<file path="src/rtl/fft64_pkg.sv">
// Shared definitions for the fft64 input controller: FSM encoding and default sizes.
package fft64_pkg;

  localparam int N_PTS_DEF = 64;
  localparam int SPW_DEF   = 4;
  localparam int DW_DEF    = 11;
  localparam int WORD_W    = 128;

  typedef enum logic [2:0] {
    S_IDLE  = 3'd0,
    S_FETCH = 3'd1,
    S_WAITD = 3'd2,
    S_FEED  = 3'd3,
    S_STALL = 3'd4,
    S_DRAIN = 3'd5
  } state_e;

endpackage

</file>
<file path="src/rtl/fft64_unpack.sv">
// Selects one complex sample from a 128-bit reader word; each 32-bit slot holds
// the real part in its low half and the imaginary part in its high half.
module fft64_unpack
  import fft64_pkg::*;
#(
  parameter int SPW = SPW_DEF,
  parameter int DW  = DW_DEF,
  parameter int IW  = (SPW > 1) ? $clog2(SPW) : 1
) (
  input  logic [WORD_W-1:0] word,
  input  logic [IW-1:0]     idx,
  output logic [DW-1:0]     re,
  output logic [DW-1:0]     im
);

  logic unused_word;

  // Only the low DW bits of each 16-bit half reach fft64; the rest are discarded.
  assign unused_word = ^word;

  always_comb begin
    re = '0;
    im = '0;
    for (int k = 0; k < SPW; k++) begin
      if (int'(idx) == k) begin
        re = word[32*k +: DW];
        im = word[32*k+16 +: DW];
      end
    end
  end

endmodule

</file>
<file path="src/rtl/fft64_ctrl.sv">
// Feeds one 64-point frame at a time from the sample FIFO into fft64, then waits
// for all result bins before fetching the next frame.
module fft64_ctrl
  import fft64_pkg::*;
#(
  parameter int N_PTS = N_PTS_DEF,
  parameter int SPW   = SPW_DEF,
  parameter int DW    = DW_DEF
) (
  input  logic                CLK,
  input  logic                RST,
  input  logic                start,
  input  logic [7:0]          n_frames,
  input  logic                stop,
  input  logic [WORD_W-1:0]   reader_data,
  input  logic                reader_empty,
  output logic                reader_en,
  output logic                valid_a,
  output logic [DW-1:0]       ar,
  output logic [DW-1:0]       ai,
  input  logic                full,
  input  logic                valid_o,
  output logic                busy,
  output logic                frame_done,
  output logic [2:0]          state
);

  localparam int CW = $clog2(N_PTS);
  localparam int IW = (SPW > 1) ? $clog2(SPW) : 1;

  state_e              state_q, state_d;
  logic [WORD_W-1:0]   word_q, word_d;
  logic [CW-1:0]       samp_cnt_q, samp_cnt_d;
  logic [CW-1:0]       bin_cnt_q, bin_cnt_d;
  logic [7:0]          frame_cnt_q, frame_cnt_d;
  logic [7:0]          n_frames_q, n_frames_d;
  logic                stop_seen_q, stop_seen_d;

  logic [IW-1:0]       idx;
  logic [DW-1:0]       re, im;

  assign idx = samp_cnt_q[IW-1:0];

  fft64_unpack #(
    .SPW (SPW),
    .DW  (DW),
    .IW  (IW)
  ) u_unpack (
    .word (word_q),
    .idx  (idx),
    .re   (re),
    .im   (im)
  );

  always_comb begin
    state_d     = state_q;
    word_d      = word_q;
    samp_cnt_d  = samp_cnt_q;
    bin_cnt_d   = bin_cnt_q;
    frame_cnt_d = frame_cnt_q;
    n_frames_d  = n_frames_q;
    stop_seen_d = stop_seen_q;
    reader_en   = 1'b0;
    valid_a     = 1'b0;
    frame_done  = 1'b0;

    if (state_q != S_IDLE && stop) begin
      stop_seen_d = 1'b1;
    end

    case (state_q)
      S_IDLE: begin
        if (start) begin
          state_d     = S_FETCH;
          n_frames_d  = n_frames;
          samp_cnt_d  = '0;
          bin_cnt_d   = '0;
          frame_cnt_d = '0;
        end
      end
      S_FETCH: begin
        if (!reader_empty) begin
          reader_en = 1'b1;
          state_d   = S_WAITD;
        end
      end
      S_WAITD: begin
        word_d  = reader_data;
        state_d = S_FEED;
      end
      // A stalled sample goes out on the first cycle full drops, so STALL accepts like FEED.
      S_FEED, S_STALL: begin
        if (full) begin
          state_d = S_STALL;
        end else begin
          valid_a    = 1'b1;
          samp_cnt_d = samp_cnt_q + 1'b1;
          if (samp_cnt_q == CW'(N_PTS - 1)) begin
            state_d    = S_DRAIN;
            samp_cnt_d = '0;
          end else if (idx == IW'(SPW - 1)) begin
            state_d = S_FETCH;
          end else begin
            state_d = S_FEED;
          end
        end
      end
      S_DRAIN: begin
        if (valid_o) begin
          bin_cnt_d = bin_cnt_q + 1'b1;
          if (bin_cnt_q == CW'(N_PTS - 1)) begin
            frame_done  = 1'b1;
            bin_cnt_d   = '0;
            frame_cnt_d = frame_cnt_q + 8'd1;
            if (stop_seen_q || stop || (n_frames_q != 8'd0 && frame_cnt_d == n_frames_q)) begin
              state_d = S_IDLE;
            end else begin
              state_d = S_FETCH;
            end
          end
        end
      end
      default: state_d = S_IDLE;
    endcase

    if (state_d == S_IDLE) begin
      stop_seen_d = 1'b0;
    end
  end

  always_ff @(posedge CLK or negedge RST) begin
    if (!RST) begin
      state_q     <= S_IDLE;
      word_q      <= '0;
      samp_cnt_q  <= '0;
      bin_cnt_q   <= '0;
      frame_cnt_q <= '0;
      n_frames_q  <= '0;
      stop_seen_q <= 1'b0;
    end else begin
      state_q     <= state_d;
      word_q      <= word_d;
      samp_cnt_q  <= samp_cnt_d;
      bin_cnt_q   <= bin_cnt_d;
      frame_cnt_q <= frame_cnt_d;
      n_frames_q  <= n_frames_d;
      stop_seen_q <= stop_seen_d;
    end
  end

  assign ar    = valid_a ? re : '0;
  assign ai    = valid_a ? im : '0;
  assign busy  = (state_q != S_IDLE);
  assign state = state_q;

endmodule

</file>
<file path="config.mk">
export PLATFORM = sky130hd
export DESIGN_NAME = fft64_ctrl
export DESIGN_NICKNAME = d
export VERILOG_FILES = /design/src/rtl/fft64_pkg.sv /design/src/rtl/fft64_unpack.sv /design/src/rtl/fft64_ctrl.sv
export SDC_FILE = /design/constraint.sdc
export NUM_CORES = 1
export LEC_CHECK = 0
export BUFFER_PORTS_ARGS = -buffer_cell sky130_fd_sc_hd__clkbuf_2
export CAP_MARGIN = 0
export CORE_MARGIN = 2
export CORE_UTILIZATION = 49
export CTS_CLUSTER_SIZE = 12
export DETAILED_ROUTE_END_ITERATION = 12
export PLACE_DENSITY_LB_ADDON = 0.12
export SETUP_SLACK_MARGIN = 0.3
export SLEW_MARGIN = 20
export SYNTH_ARGS = -nofsm -noshare
export SYNTH_HDL_FRONTEND = slang
export SYNTH_HIERARCHICAL = 1
export SYNTH_SLANG_ARGS = --single-unit
</file>
<file path="constraint.sdc">
create_clock -name CLK -period 1.8 [get_ports CLK]
set_input_delay 0.09 -clock CLK [delete_from_list [all_inputs] [get_ports CLK]]
set_output_delay 0.09 -clock CLK [all_outputs]
set_load 0.1 [all_outputs]
</file>
# == Word level (Yosys, flattened, before mapping) ==
# Cells that the tools add are included.
# op_classes
add_sub_neg,3
eq_ne,16
reduce_logical,17
mux,39
# op_table
cell,count
11-bit two-way mux,10
6-bit two-way mux,5
8-bit two-way mux,3
6-bit case mux with 2 select lines,2
3-bit two-way mux,6
8-bit case mux with 2 select lines,1
3-bit case mux with 5 select lines,1
6-bit by 1-bit adder with 6-bit output (second input constant),2
6-bit equality test (second input constant),2
1-bit two-way mux,10
8-bit by 1-bit adder with 8-bit output (second input constant),1
8-bit equality test,1
2-bit inequality test (second input constant),4
8-bit nonzero test,1
2-bit equality test (second input constant),3
3-bit by 2-bit equality test with 1-bit output (second input constant),2
3-bit equality test (second input constant),2
3-bit zero test,2
3-bit AND reduction,2
2-bit nonzero test,3
4-bit AND reduction,1
3-bit by 1-bit equality test with 1-bit output (second input constant),1
3-bit nonzero test,1
2-bit by 1-bit equality test with 1-bit output (second input constant),1
6 further kinds,8
# word_totals
wordCells,82
output_inout_bits,29
reg_bits,155

# == Longest topological paths before layout ==
# Gate-level depths: netlist of the first run.
# depth
word_depth,10
ltp_mapped,7
depth_no_buf,6

# == Cells and area by module ==
# Netlist of the first run, hierarchy kept.
# modules_own_cells
module,area_per_inst_um2,cells_each,n_inst,seq_area_each_um2
fft64_ctrl,6716.4,490,1,4003.8
fft64_unpack,535.5,26,1,0.0

# == Worst setup path after synthesis of the first run ==
# No wires, ideal clock.
# synth_path
path_kind,flip-flop to flip-flop
start,register state_q[0] (netlist: state[0])
end,register stop_seen_q
setup_time_ns,0.088
period_less_slack_ns,4.161
arrival_time_ns,4.073
path_buffers,1
setup_slack_ns,-2.361
stages_incl_launch_ff,6
path_cell_list,dfrtp_1 buf_4 nor2b_1 nor3b_1 a211oi_1 a41oi_1
# synth_between
elab_chain_len,5
# synth_lines
item,line_no,rtl
"start, declared",fft64_ctrl.sv:31,"state_e state_q, state_d;"
"start signal, assigned",fft64_ctrl.sv:141,state_q <= state_d;
3-bit by 2-bit equality test with 1-bit output (tied with other cells),fft64_ctrl.sv:71,case (state_q)
2-bit OR reduction / 3-bit two-way mux (equally long branches),"fft64_ctrl.sv:71, fft64_ctrl.sv:109",
3-bit case mux with 5 select lines,fft64_ctrl.sv:71,
3-bit zero test,fft64_ctrl.sv:126,if (state_d == S_IDLE) begin
1-bit two-way mux / 2-bit nonzero test (equally long branches),-,
"end signal, assigned",fft64_ctrl.sv:147,stop_seen_q <= stop_seen_d;
"end, declared",fft64_ctrl.sv:37,"logic stop_seen_q, stop_seen_d;"
# Parallel ways exist; a longest one is shown, timed or not.
# A chain may end at the register's enable or synchronous reset.

# == Worst setup path after layout of the first run ==
# layout_path
start,register state_q[2] (netlist: state[2])
end,output port ai[6]
# layout_between
elab_chain_len,4
# layout_lines
item,line_no,rtl
3-bit by 2-bit equality test with 1-bit output / 3-bit equality test (equally long branches),fft64_ctrl.sv:71,
2-bit OR reduction *,fft64_ctrl.sv:71,
1-bit two-way mux *,fft64_ctrl.sv:71,
11-bit two-way mux *,fft64_ctrl.sv:152,assign ai = valid_a ? im : '0;
"end, declared",fft64_ctrl.sv:20,"output logic [DW-1:0] ai,"
# Every way passes the cells marked *; elsewhere a longest branch is shown, timed or not.

==> results of run 1 <==
[per-layer routing]
metal | wire length (µm) | part of all wire [%] | up-vias | GRT usage, %
li1 | - | - | 2186 | -
met1 | 7590 | 37 | 2571 | 38.1
met2 | 11300 | 54 | 248 | 55.5
met3 | 1140 | 5.5 | 60 | 6.00
met4 | 690 | 3.3 | 0 | 12.2
met5 | 0 | 0 | - | 0
[state kept, by name, indices dropped and copies added (netlist names)]
name / count
word_q: 88
samp_cnt_q: 6
bin_cnt_q: 6
state: 3
frame_cnt_q: 8
n_frames_q: 8
stop_seen_q: 1
[power by group through the flow]
stage               logic, W  clock network [W]  registers [W]
floorplan            0.00466                  0        0.00461
global placement     0.00596                  0        0.00463
detailed placement   0.00609                  0        0.00470
CTS                  0.00871            0.00381        0.00467
global route         0.00983            0.00399        0.00493
finish               0.00950            0.00381        0.00484
[cells in the final DEF (no fill, tap or decap), types with 10 or more instances in the layout]
cell             n
mux4_2          22
buf_6           30
buf_12          40
o21ai_1         12
nand2_1         14
buf_4           21
mux2_4          96
and2_4          22
dlygate4sd3_1   99
clkbuf_2       101
clkbuf_16       19
dfrtp_1        116
nor2_1          10
buf_16          11
[through the flow]
| stage | setup TNS [ns] | setup WS [ns] | utilization (%) | std cells |
|---|---|---|---|---|
| after floorplan | -11.39 | -0.395 | - | 436 |
| after global placement | 0 | 0.0116 | 63.0 | 697 |
| after detailed placement | -0.0953 | -0.0953 | 63.0 | 697 |
| after CTS | -5.84 | -0.216 | 87.6 | 876 |
| after global routing | -23.33 | -0.297 | 90.1 | 887 |
| final | -17.27 | -0.253 | 90.1 | 887 |
[worst reg2reg max path: stages, from the launching register on]
cell	delay [ns]
dfrtp_4	0.52
and3b_2	0.26
o21ba_4	0.27
buf_4	0.14
buf_6	0.10
buf_6	0.12
nor2_4	0.21
a21oi_1	0.14
o21ai_2	0.19
[final timing paths]
| kind | from | cells past startpoint | endpoint |
|---|---|---|---|
| max in group asynchronous | RST | 3 | samp_cnt_q[0] |
| worst max register to register | state[0] | 8 | samp_cnt_q[5] |
| worst min-delay path | valid_o | 4 | state[2] |
| min in group asynchronous | RST | 2 | n_frames_q[6] |
| worst max-delay path | state[2] | 5 | ai[6] |
| worst min register to register | frame_cnt_q[7] | 1 | frame_cnt_q[7] |
[layout make-up]
| type | instances | area (µm²) | area share [%] |
|---|---|---|---|
| repair buffers | 307 | 3190 | 30.9 |
| well taps | 143 | 179 | 1.73 |
| clock buffers | 20 | 447 | 4.32 |
| multi-input cells | 280 | 3280 | 31.7 |
| clock inverters | 10 | 200 | 1.94 |
| flip-flops and latches | 120 | 3020 | 29.2 |
| inverters | 7 | 30.0 | 0.290 |
[what timing repair did]
| action | 4_1_cts | 5_1_grt |
|---|---|---|
| endpoints found under the hold margin | 133 | 0 |
| gates resized for setup | 156 | 50 |
| buffers inserted | 38 | 11 |
| cloned | 12 | 0 |
| pin swaps | 28 | 21 |
| endpoints found under the setup margin | 146 | 148 |
| hold buffers | 99 | 0 |
==> out/results.md, run 1 <==
| Stage | Parameter | Value |
| --- | --- | --- |
| status | Run status | finished, violations left |
| status | Violations in the final reports | setup timing |
| critical path | Critical Path AT | 1.96 ns |
| layout | Number of filler instances in the final layout | 447 |
| detailed routing | Residual DRC | 0 |
| placed design | Placement-stage cell area | 7220 µm² |
| critical path | Start-to-end type of the worst setup path | reg2out |
| global routing | Largest net degree at the start of global routing | 50 |
| critical path | Endpoint class of the critical path | output pin |
| detailed routing | Total via count after detailed routing | 5065 |
| placed design | Count of input and output buffers | 131 |
| floorplanning | Die footprint | 12700 µm² |
| logic synthesis | Average footprint of a synthesized cell | 13.3 µm² |
| placed design | Final Wtd Congestion | 0.839 |
| critical path | Largest stage delay, worst path | 0.51 ns |
| detailed routing | Ratio of routed vias to standard cells | 5.71 |
| critical path | Worst setup SP type | register |
| pwr | Internal Dissipation | 0.0120 W |
| global routing | Antenna violations before repair | 0 |
| placed design | Placed wire-length estimate after detailed placement | 8.76 mm |
| logic synthesis | Syn nets | 582 |
| timing | Final Hold Slack | 0.122 ns |
| global routing | GRT Resource Usage Total | 31.4% |
| timing | Final period demand of the worst path | 2.05 ns |
| logic synthesis | Count of synthesis-stage warnings from yosys | 6 |
| critical path | Ordered cell list for the critical path | and3b_2, o21ba_4, buf_12, and2_4, buf_12 |
| critical path | Dominant delay contributor by cell family on the critical path | flip-flops |
| clocking | CTS Buf Count | 17 |
| pwr | Sequential share of power | 26.7% |
| floorplanning | Floorplan die width | 113 µm |
| critical path | Worst path most repeated cell | buf_12 |
| floorplanning | Standard-cell rows | 39 |
| pwr | Comb pwr share | 52.3% |
| pwr | Static leakage power | 4.68 nW |
| clocking | Register clock-pin slew on the reported worst setup and hold paths | 0.05 ns |
| clocking | H-tree levels | 4 |
| floorplanning | Effective utilization at floorplan | 50.6% |
| global routing | Global route total overflow | 0 |
| critical path | Worst reg2reg setup slack | -0.22 ns |
| logic synthesis | Post-synthesis cell area | 5800 µm² |
| floorplanning | Die Y | 113 µm |
| pwr | Switching power share of the total | 34.0% |
| clocking | Clock tree from TritonCTS | built |
| detailed routing | Remaining number of nets flagged by the antenna check after routing | 0 |
| pwr | Switching power total | 0.00617 W |
| pwr | IR Drop Worst-Case VDD | 1.51 mV |
| critical path | Max stage delay cell, worst path | dfrtp_4 |
| pwr | Total Power | 0.0182 W |
| job | Number of max-cap violations | 0 |
| layout | Fraction of layout cells with a size suffix above 1 | 57.7% |
| floorplanning | Number of I/O pins | 172 |
| detailed routing | Overall routed net length | 20.7 mm |
| detailed routing | Detailed-route wire length per cell | 23.3 µm |
| timing | Total count of max-transition violations in the final report | 0 |
| layout | Final non-filler cell area | 10300 µm² |
| timing | Final setup violating endpoints | 143 |
| timing | Crit share post-route | 114% |
| detailed routing | Iteration-0 DRC Markers | 330 |
| pwr | Clock network fraction of total power | 21.0% |
| critical path | Worst path buffer plus inverter count | 2 |
| timing | Setup repair after global routing missed its margin | yes |
| timing | Normalized max-slew margin | 66.7% |
| logic synthesis | Cells after Synth | 436 |
| clocking | Maximum count of clock buffers along a single path | 2 |
| global routing | Global-route wire length before repair | 30.1 mm |
| critical path | Data required time of the worst path | 1.71 ns |
| timing | Worst Max-Slew Pin Slew | 0.500 ns |
| worst hold path | Class of the tightest hold or removal check | in2reg |
| layout | Syn-to-layout area delta | 78.2% |
| timing | Setup slack after layout | -0.253 ns |
| timing | Hold Vio Cnt, Final | 0 |
| clocking | Root Buffer | clkbuf_16 |
| pwr | Power density normalized to cell area | 1760 nW/µm² |
| timing | Clock skew after layout | 0.00722 ns |
| layout | Layout net count | 879 |
| detailed routing | Number of search-and-repair iterations in the first detailed-routing pass | 5 |
| layout | # diodes | 0 |
| global routing | Vias in the first global route | 5455 |
| critical path | Largest fanout on the critical path | 13 |
| clocking | Sinks on Clock Net | 120 |
| clocking | Clock insertion delay at the later pin of the skew report | 0.42 ns |
| floorplanning | Placeable Area | 11500 µm² |
| timing | Max Clk Rate | 487 MHz |
(Power assumes the default switching activity.)
==> run 2, diff against run 1 <==
Settings changed: BUFFER_PORTS_ARGS -buffer_cell sky130_fd_sc_hd__clkbuf_2 to default, CORE_UTILIZATION 49 to 58, DONT_BUFFER_PORTS from default to 1.
==> run 2 against run 1 <==
The flow now stops in 5_1_grt. Synthesized cell count is the same. Area after synthesis is the same.
==> out/results.md, run 2 <==
| Stage | Parameter | Value | Delta |
| --- | --- | --- | --- |
| clocking | H-tree levels | 4 | unchanged |
| placed design | Placement-stage cell area | 6720 µm² | -7.0% |
| placed design | Count of input and output buffers | 0 | -100% |
| logic synthesis | Syn nets | 582 | unchanged |
| placed design | Final Wtd Congestion | 0.839 | about the same |
| status | Exit stage | 5_1_grt |  |
| clocking | CTS Buf Count | 17 | unchanged |
| timing | Worst setup endpoint after the global-route repair_timing | ai[5] |  |
| timing | Kind of pin the worst path terminates on | top-level output |  |
| global routing | Largest net degree at the start of global routing | 121 |  |
| logic synthesis | Average footprint of a synthesized cell | 13.3 µm² | unchanged |
| floorplanning | Floorplan die width | 104 µm | -7.8% |
| floorplanning | Die Y | 104 µm | -7.8% |
| floorplanning | Standard-cell rows | 36 | -7.7% |
| floorplanning | Effective utilization at floorplan | 59.6% | +9.0 points |
| clocking | Maximum count of clock buffers along a single path | 2 | unchanged |
| status | Error that stopped the run | [ERROR DPL-0038] Utilization greater than 100%, impossible to legalize |  |
| status | Run status | stopped before the end |  |
| floorplanning | Number of I/O pins | 172 | unchanged |
| placed design | Placed wire-length estimate after detailed placement | 8.25 mm | -5.8% |
| logic synthesis | Cells after Synth | 436 | unchanged |
| logic synthesis | Count of synthesis-stage warnings from yosys | 6 | unchanged |
| clocking | Root Buffer | clkbuf_8 |  |
| logic synthesis | Post-synthesis cell area | 5800 µm² | unchanged |
[run 2: what timing repair did]
item / 4_1_cts
gates cloned: 8
setup buffers: 27
hold buffers: 101
setup endpoints to repair: 145
pin swaps: 28
gates resized for setup: 73
endpoints found under the hold margin: 228
[run 2: per-stage QoR]
step / TNS, ns / util [%] / worst slack (ns) / cells
floorplan: -11.39 / - / -0.395 / 436
global placement: 0 / 69.0 / 0.0347 / 593
detailed placement: -0.0478 / 69.0 / -0.0478 / 593
CTS: -10.20 / 92.2 / -0.378 / 760
==> run 3, diff against run 2 <==
Settings changed: CORE_UTILIZATION 58 to 40, CTS_CLUSTER_SIZE 12 to default, PLACE_DENSITY_LB_ADDON 0.12 to 0.15, SETUP_SLACK_MARGIN 0.3 to default.
Clock period 1.8 ns to 2.34 ns, I/O delays scaled along.
==> run 3 against run 2 <==
The flow now finishes, with violations (hold timing).
==> out/results.md, run 3 (same netlist as run 1, synthesis figures left out) <==
| Stage | Parameter | Value | Delta |
| --- | --- | --- | --- |
| timing | Crit share post-route | 93.2% |  |
| global routing | Vias in the first global route | 4351 |  |
| detailed routing | Remaining number of nets flagged by the antenna check after routing | 0 |  |
| floorplanning | Number of I/O pins | 172 | unchanged |
| critical path | Endpoint class of the critical path | output pin |  |
| status | Run status | finished, violations left |  |
| global routing | Largest net degree at the start of global routing | 121 |  |
| layout | Largest reg by FF count | word_q |  |
| clocking | Sinks on Clock Net | 120 |  |
| timing | Final setup violating endpoints | 0 |  |
| critical path | Max stage delay cell, worst path | dfrtp_2 |  |
| detailed routing | Total via count after detailed routing | 3959 |  |
| detailed routing | Overall routed net length | 12.9 mm |  |
| pwr | Switching power total | 0.00356 W |  |
| layout | Most frequent standard cell in the layout excluding fill and tap cells | dfrtp_1 |  |
| timing | Setup tns final | 0 ns |  |
| critical path | Largest fanout on the critical path | 7 |  |
| layout | Layout net count | 711 |  |
| worst hold path | Class of the tightest hold or removal check | in2async |  |
| floorplanning | Floorplan die width | 124 µm | +20% |
| global routing | Global-route wire length before repair | 21.9 mm |  |
| layout | Largest regs | word_q x88, frame_cnt_q x8, n_frames_q x8 |  |
| clocking | Clock tree from TritonCTS | built |  |
| layout | Number of filler instances in the final layout | 1156 |  |
| pwr | Comb pwr share | 42.4% |  |
| floorplanning | Placeable Area | 14400 µm² |  |
| critical path | Data required time of the worst path | 2.22 ns |  |
| clocking | H-tree levels | 4 | unchanged |
| clocking | Root Buffer | clkbuf_16 |  |
| pwr | Power density normalized to cell area | 1300 nW/µm² |  |
| layout | Most frequent cells in the layout | dfrtp_1, dlygate4sd3_1, mux2_2 |  |
| layout | Fraction of layout cells with a size suffix above 1 | 38.2% |  |
| timing | Setup repair after global routing missed its margin | no |  |
| placed design | Worst setup slack after placement | 0.331 ns | +0.379 ns |
| critical path | Critical Path AT | 2.06 ns |  |
| clocking | Quantity of hold-fixing buffers added after cts | 99 | -2.0% |
| pwr | Internal Dissipation | 0.00699 W |  |
| timing | Final period demand of the worst path | 2.18 ns |  |
| timing | Worst Max-Slew Pin Slew | 0.542 ns |  |
| clocking | CTS Buf Count | 17 | unchanged |
| detailed routing | Number of search-and-repair iterations in the first detailed-routing pass | 4 |  |
| pwr | IR Drop Worst-Case VDD | 0.766 mV |  |
| floorplanning | Die Y | 124 µm | +20% |
| critical path | Worst setup SP type | register |  |
| pwr | Clock network fraction of total power | 24.0% |  |
| timing | Hold Vio Cnt, Final | 120 |  |
| critical path | Largest stage delay, worst path | 0.45 ns |  |
| clocking | Register clock-pin slew on the reported worst setup and hold paths | 0.05 ns |  |
| layout | Multi-input combinational cell area | 2660 µm² |  |
| layout | # diodes | 0 |  |
| pwr | Sequential share of power | 33.7% |  |
| timing | Setup slack after layout | 0.159 ns |  |
| detailed routing | Residual DRC | 0 |  |
| layout | Flip-flop count of the largest register after layout | 88 |  |
| layout | Footprint of the flip-flops and latches | 3010 µm² |  |
| placed design | Final Wtd Congestion | 0.884 | +5.4% |
| global routing | Global route total overflow | 0 |  |
| floorplanning | Effective utilization at floorplan | 40.4% | -19 points |
| floorplanning | Die footprint | 15500 µm² |  |
| placed design | Placed instance count | 631 | +6.4% |
| critical path | Start-to-end type of the worst setup path | reg2out |  |
| layout | Syn-to-layout area delta | 40.1% |  |
| timing | Final Hold Slack | -0.598 ns |  |
| global routing | GRT Resource Usage Total | 17.8% |  |
| floorplanning | Standard-cell rows | 44 | +22% |
| detailed routing | Iteration-0 DRC Markers | 243 |  |
| timing | Total count of max-transition violations in the final report | 0 |  |
| critical path | Ordered cell list for the critical path | buf_4, nor2b_1, nor3b_4, buf_4 |  |
| layout | Fraction of the core area covered by cells at the end of the flow | 56.6% |  |
| layout | Post-route insts no fill | 762 |  |
| pwr | Switching power share of the total | 33.7% |  |
| clocking | Clock insertion delay at the later pin of the skew report | 0.41 ns |  |
| job | Number of max-cap violations | 0 |  |
| pwr | Static leakage power | 3.34 nW |  |
| clocking | Maximum count of clock buffers along a single path | 2 | unchanged |
| placed design | Placed wire-length estimate after detailed placement | 8.38 mm | +1.5% |
| pwr | Total Power | 0.0106 W |  |
| global routing | Antenna violations before repair | 0 |  |
| placed design | Count of input and output buffers | 0 | unchanged |
| status | Violations in the final reports | hold timing |  |
| critical path | Worst path most repeated cell | buf_4 |  |
| timing | Normalized max-slew margin | 63.8% |  |
| detailed routing | Detailed-route wire length per cell | 16.9 µm |  |
| timing | Clock skew after layout | 0.00551 ns |  |
| timing | Max Clk Rate | 459 MHz |  |
| detailed routing | Ratio of routed vias to standard cells | 5.20 |  |
[run 3: timing repair]
item,CTS,global route
resized for setup,0,2
hold endpoints to repair,222,120
setup buffers,0,0
setup endpoints to repair,0,10
[run 3: final timing paths]
check / end / cells after the start / slack (ns) / start
max: reader_en / 4 / 0.16 / state[0]
min: n_frames_q[3] / 0 / -0.60 / RST
max reg2reg: state[0] / 7 / 0.32 / frame_cnt_q[0]
min reg2reg: samp_cnt_q[2] / 1 / 0.49 / samp_cnt_q[2]
max in group asynchronous: word_q[116] / 0 / 2.71 / RST
min in group CLK: state[0] / 3 / 0.03 / full
[run 3: layout make-up]
type	count	share of cell area, %
multi-input cells	280	32.8
clock buffers	22	5.84
well taps	184	2.83
clock inverters	10	1.23
repair buffers	139	19.9
flip-flops and latches	120	37.0
inverters	7	0.370
[run 3: power groups by stage]
stage,clock (W),combinational [W],sequential [W]
2_1_floorplan,0,0.00336,0.00353
3_3_place_gp,0,0.00429,0.00353
3_5_place_dp,0,0.00436,0.00358
4_1_cts,0.00261,0.00451,0.00355
5_1_grt,0.00271,0.00477,0.00368
6_report,0.00253,0.00447,0.00355
[run 3: through the flow]
| stage | hold WS, ns | cell area (µm²) |
|---|---|---|
| after global placement | -0.175 | 6550 |
| after floorplan | -0.179 | 5860 |
| final | -0.598 | 8130 |
| after global routing | -0.625 | 8130 |
| after detailed placement | -0.175 | 6550 |
| after CTS | -0.619 | 8120 |
[run 3: per-layer routing]
| metal | track usage [%] | vias up | wire (µm) |
|---|---|---|---|
| met5 | 0 | - | 0 |
| met4 | 5.82 | 0 | 165 |
| met3 | 6.36 | 17 | 734 |
| met2 | 29.7 | 101 | 6500 |
| met1 | 21.5 | 1985 | 5470 |
| li1 | - | 1856 | - |
[run 3: critical path, delay by kind of cell (launching register included)]
| kind | cells | cell delay, ns |
|---|---|---|
| AND/OR/NAND/NOR | 2 | 0.53 |
| buffers and inverters | 2 | 0.68 |
| flip-flops | 1 | 0.45 |
